--- config.mk ---
export PLATFORM = sky130hd
export DESIGN_NAME = gray_codec_pipe
export DESIGN_NICKNAME = d
export VERILOG_FILES = /design/src/rtl/gray_pkg.sv /design/src/rtl/gray_pipe_stage.sv /design/src/rtl/gray_codec_pipe.sv
export SDC_FILE = /design/constraint.sdc
export NUM_CORES = 1
export LEC_CHECK = 0
export CAP_MARGIN = 30
export CORE_UTILIZATION = 35
export CTS_CLUSTER_DIAMETER = 120
export DETAILED_ROUTE_END_ITERATION = 7
export GPL_TIMING_DRIVEN = 0
export PLACE_DENSITY = 0.57
export SYNTH_ARGS = -nofsm -noshare
export SYNTH_HDL_FRONTEND = slang
export SYNTH_SLANG_ARGS = --single-unit
export TNS_END_PERCENT = 20
--- constraint.sdc ---
create_clock -name clk -period 3.75 [get_ports clk]
set_clock_uncertainty 0.05 [all_clocks]
set_input_delay 0.5625 -clock clk [delete_from_list [all_inputs] [get_ports clk]]
set_output_delay 0.5625 -clock clk [all_outputs]
set_load 0.005 [all_outputs]
--- src/rtl/gray_pkg.sv ---
// Shared constants and elaboration-time helpers for the Gray/binary codec pipeline.
package gray_pkg;

  localparam logic MODE_G2B = 1'b0;
  localparam logic MODE_B2G = 1'b1;

  // Ceiling log2 for elaboration-time sizing (clog2(1) = 0).
  function automatic int clog2(input int n);
    int r;
    r = 0;
    for (int i = 0; i < 31; i++) begin
      if ((1 << i) < n) r = i + 1;
    end
    return r;
  endfunction

  // Pipeline stage that computes prefix-XOR level j, spreading L levels over PIPE stages.
  function automatic int stage_of_level(input int j, input int l, input int pipe);
    return (j * pipe) / l;
  endfunction

  // Bitmask of the prefix levels that land in stage s.
  function automatic logic [31:0] levels_in_stage(input int s, input int l, input int pipe);
    logic [31:0] m;
    m = '0;
    for (int j = 0; j < l; j++) begin
      if (stage_of_level(j, l, pipe) == s) m[j] = 1'b1;
    end
    return m;
  endfunction

endpackage

--- src/rtl/gray_pipe_stage.sv ---
// One register slice of the codec pipeline: valid/mode/data flops with an enable
// derived from the downstream advance, plus the prefix-XOR levels assigned to it.
module gray_pipe_stage
  import gray_pkg::*;
#(
  parameter int          DWID     = 16,
  parameter int          NCH      = 1,
  parameter logic [31:0] LVL_MASK = '0,
  parameter bit          B2G_EN   = 1'b0
) (
  input  logic                 clk,
  input  logic                 rst,
  input  logic                 i_valid,
  input  logic                 i_mode,
  input  logic [NCH*DWID-1:0]  i_data,
  input  logic                 i_adv_next,
  output logic                 o_valid,
  output logic                 o_mode,
  output logic [NCH*DWID-1:0]  o_data
);

  localparam int L = clog2(DWID);

  logic                r_valid;
  logic                r_mode;
  logic [NCH*DWID-1:0] r_data;
  logic [NCH*DWID-1:0] w_conv;
  logic [DWID-1:0]     w_ch;
  logic                w_adv;

  // An empty slot can always take a beat; a full one only if its beat moves on.
  assign w_adv = !r_valid || i_adv_next;

  // Per-channel conversion work for this slice; shifts never cross channel boundaries.
  always_comb begin
    w_conv = i_data;
    w_ch   = '0;
    for (int c = 0; c < NCH; c++) begin
      w_ch = i_data[c*DWID +: DWID];
      if (i_mode == MODE_B2G) begin
        if (B2G_EN) w_ch = w_ch ^ (w_ch >> 1);
      end else begin
        for (int j = 0; j < L; j++) begin
          if (LVL_MASK[j]) w_ch = w_ch ^ (w_ch >> (1 << j));
        end
      end
      w_conv[c*DWID +: DWID] = w_ch;
    end
  end

  // Slice registers load only on advance; data/mode load only with a valid beat.
  always_ff @(posedge clk or posedge rst) begin
    if (rst) begin
      r_valid <= 1'b0;
      r_mode  <= 1'b0;
      r_data  <= '0;
    end else if (w_adv) begin
      r_valid <= i_valid;
      if (i_valid) begin
        r_mode <= i_mode;
        r_data <= w_conv;
      end
    end
  end

  assign o_valid = r_valid;
  assign o_mode  = r_mode;
  assign o_data  = r_data;

endmodule

--- src/rtl/gray_codec_pipe.sv ---
// Multi-channel Gray<->binary converter, PIPE register stages deep, valid/ready
// on both sides with full throughput. Mode rides along with each beat.
module gray_codec_pipe
  import gray_pkg::*;
#(
  parameter int DWID = 16,
  parameter int NCH  = 1,
  parameter int PIPE = 2
) (
  input  logic                 clk,
  input  logic                 rst,
  input  logic                 i_valid,
  output logic                 o_ready,
  input  logic                 i_mode,
  input  logic [NCH*DWID-1:0]  i_data,
  output logic                 o_valid,
  input  logic                 i_ready,
  output logic                 o_mode,
  output logic [NCH*DWID-1:0]  o_data,
  output logic                 o_busy
);

  localparam int W = NCH * DWID;
  localparam int L = clog2(DWID);

  logic          w_valid [PIPE+1];
  logic          w_mode  [PIPE+1];
  logic [W-1:0]  w_data  [PIPE+1];
  logic [PIPE-1:0] w_vbits;

  assign w_valid[0] = i_valid;
  assign w_mode[0]  = i_mode;
  assign w_data[0]  = i_data;

  // The advance chain (stage s moves if empty or s+1 moves) is flattened to
  // "downstream ready, or any slot at or after s+1 empty" so no net feeds itself.
  for (genvar s = 0; s < PIPE; s++) begin : g_stage
    logic w_adv_next;

    if (s == PIPE - 1) begin : g_last
      assign w_adv_next = i_ready;
    end else begin : g_mid
      assign w_adv_next = i_ready | ~(&w_vbits[PIPE-1:s+1]);
    end

    gray_pipe_stage #(
      .DWID     (DWID),
      .NCH      (NCH),
      .LVL_MASK (levels_in_stage(s, L, PIPE)),
      .B2G_EN   (s == 0)
    ) u_stage (
      .clk        (clk),
      .rst        (rst),
      .i_valid    (w_valid[s]),
      .i_mode     (w_mode[s]),
      .i_data     (w_data[s]),
      .i_adv_next (w_adv_next),
      .o_valid    (w_valid[s+1]),
      .o_mode     (w_mode[s+1]),
      .o_data     (w_data[s+1])
    );

    assign w_vbits[s] = w_valid[s+1];
  end

  assign o_ready = i_ready | ~(&w_vbits);
  assign o_valid = w_valid[PIPE];
  assign o_mode  = w_mode[PIPE];
  assign o_data  = w_data[PIPE];
  assign o_busy  = |w_vbits;

endmodule

==> results.cfg <==
[place]
dp_hpwl_um = 3140
io_buffer_count = 40
gp_congestion = 0.752

[job]
cap_viol_max_count = 0

[timing]
whs_ns = 0.460
rsz0062_at_grt = no
fin_setup_tns_ns = 0
hold_violations = 0
setup_viol = 0
slew_headroom = 0.511
worst_pin_slew_ns = 0.732
timing.fmax_mhz = 358
period_minus_slack_ns = 2.80
timing.final.crit_share = 0.746
slew_viol_final = 0

[route]
vias = 1559
ant_nets = 0
drt_iter0_drc = 77
drc_errors = 0
drt_pass1_iterations = 4
wire_per_inst_um = 13.3
vias_per_cell = 4.93
finalWirelength_um = 4210

[global_route]
overflow = 0
grt_pass1_vias = 1556
grt_pass1_wl_um = 7310
groute.usage.overall = 0.153
grt_max_degree = 37
antenna_found_initial = 0

[power_and_ir_drop]
pwr_density_cell_nw_per_um2 = 496
ir_drop_v = 0.000216
fin_total_pwr_mw = 1.30
leakage_nw = 1.09

[min_path]
hp-class = flop to flop
worst_hold_startpoint = g_stage[1].u_stage.o_data[15]
whs_path_depth = 1
min_to = g_stage[1].u_stage.o_data[15]

[worst_setup_path]
rr_startpoint = g_stage[0].u_stage.o_valid
required_ns = 3.14
worstPathArrival_ns = 2.18
crit_fanout = 10
r2r_cells = 6
rrSetupSlack_ns = 2.19
critical_path_class = input pin to output port
r2r_end = g_stage[0].u_stage.o_data[1]
crit_start = i_ready
cp-end-kind = output port
start_kind = input pin

[layout]
nets = 264
multi_input_area_um2 = 1050
fillers = 544
synthToLayoutAreaGrowth_pct = 28.4
seqCellArea_um2 = 901
antenna_cells = 0
utilization = 0.470
layout-drive-gt1-share = 0.119

[status]
outcome = complete, no violations

[die]
dieArea_um2 = 6140
ios = 41
die-height_um = 78.4
die_w_um = 78.4
core_area_um2 = 5570
start_util = 0.366
fp-row-count = 27

[clock_tree]
path_clk_slew_ns = 0.07
ctsHoldBuffers = 0
cts-resized-gates = 0
h-tree-depth = 2
cts.path.max_buffers = 2
cts_root_buffer = clkbuf_8
clock_latency_ns = 0.28
clock_sinks = 36
numCtsBuffers = 5
cts_tree = done
post_cts_buffers = 0

[logic_synthesis]
syn_avg_cell_area_um2 = 10.4
synthAdderAreaFrac = 0
synth-simple-area-share = 0.105
synth_seq_area_share = 0.441
synthCells = 196
synth_nets = 217
yosys.area_share.xor_xnor = 0.147
synthMuxAreaShare = 0.0386
synth_top_family_by_area = compound AO/OA/AOI/OAI gates
synth-seq-cells = 36
synth_area_um2 = 2040
synth-compound-area-share = 0.224
synth_warnings = 0
ys_types = 23
## where the power goes
group	internal, mW	switching [mW]	leakage, nW
Sequential	0.484	0.0777	0.422
Clock	0.150	0.127	0.0455
Combinational	0.282	0.178	0.621
Total	0.916	0.383	1.09
## critical path, cell delays in order
cell	delay [ns]
clkdlybuf4s50_1	0.41
and3b_1	0.24
buf_6	0.12
clkbuf_1	0.26
inv_1	0.12
clkdlybuf4s50_1	0.47
## kinds of logic after synthesis
logic type	count (synthesis)
mux	7
compound gates	75
flops	36
xor+xnor	28
buf+inv	17
simple gates	33
## cell usage in the layout, fill, tap and decap left out
cell	n
buf_6	3
or3_1	8
xnor2_1	9
clkdlybuf4s50_1	40
xnor3_1	4
clkbuf_8	6
nor2b_1	5
a21oi_1	29
o31ai_2	8
and2_1	1
nand2b_1	2
o21ai_0	25
inv_2	1
dfrtp_1	36
o31ai_1	5
and3b_1	1
or2_2	1
inv_1	3
buf_2	2
clkbuf_1	10
a31oi_1	8
and3_1	13
xor2_1	15
nand2b_4	1
mux2_2	7
nand2_1	1
## state kept, by name, summed over array words and instances, names as in the netlist
signal / flops
g_stage.u_stage.o_data: 32
g_stage.u_stage.o_mode: 2
g_stage.u_stage.o_valid: 2
## cells in the mapped netlist
cell type,number,share of area
a21oi_1,29,0.071
a31oi_1,8,0.025
and2_1,1,0.0031
and3_1,13,0.040
and3b_1,1,0.0043
buf_2,2,0.0049
buf_6,3,0.017
clkbuf_1,8,0.015
dfrtp_1,36,0.44
inv_1,4,0.0074
mux2_2,7,0.039
nand2_1,1,0.0018
nand2b_1,2,0.0061
nand2b_4,1,0.0067
nor2b_1,5,0.015
o21ai_0,25,0.061
o31ai_1,5,0.018
o31ai_2,8,0.049
or2_2,1,0.0031
or3_1,8,0.025
xnor2_1,9,0.039
xnor3_1,4,0.044
xor2_1,15,0.064
## metrics by stage
| stage | std cells | setup slack, ns | area, um^2 |
|---|---|---|---|
| 6_report | 316 | 0.954 | 2620 |
| 5_1_grt | 316 | 0.879 | 2620 |
| 4_1_cts | 316 | 0.943 | 2620 |
| 3_5_place_dp | 308 | 0.977 | 2530 |
| 3_3_place_gp | 308 | 0.902 | 2530 |
| 2_1_floorplan | 196 | 1.97 | 2040 |
## how the worst max path moves through the flow
| stage | end | slack [ns] | cells after the start |
|---|---|---|---|
| floorplan | o_ready | 1.97 | 4 |
| global placement | o_ready | 0.90 | 6 |
| detailed placement | o_ready | 0.98 | 6 |
| CTS | o_ready | 0.94 | 6 |
| global route | o_ready | 0.88 | 6 |
| finish | o_ready | 0.95 | 6 |
## per-layer routing
metal / GRT usage / vias up / wire length, um
met1: 0.213 / 708 / 2050
met2: 0.239 / 47 / 1940
met4: 0.0500 / 0 / 42
met3: 0.0314 / 4 / 169
li1: - / 800 / -
met5: 0 / - / 0
## area by class of cell
cell class / count / share of cell area
Buffer: 13 / 0.0282
Timing Repair Buffer: 40 / 0.153
Tap cell: 72 / 0.0344
Sequential cell: 36 / 0.344
Inverter: 4 / 0.00573
Multi-Input combinational cell: 143 / 0.401
Clock buffer: 8 / 0.0344
Power figures use the tool's default switching activity.
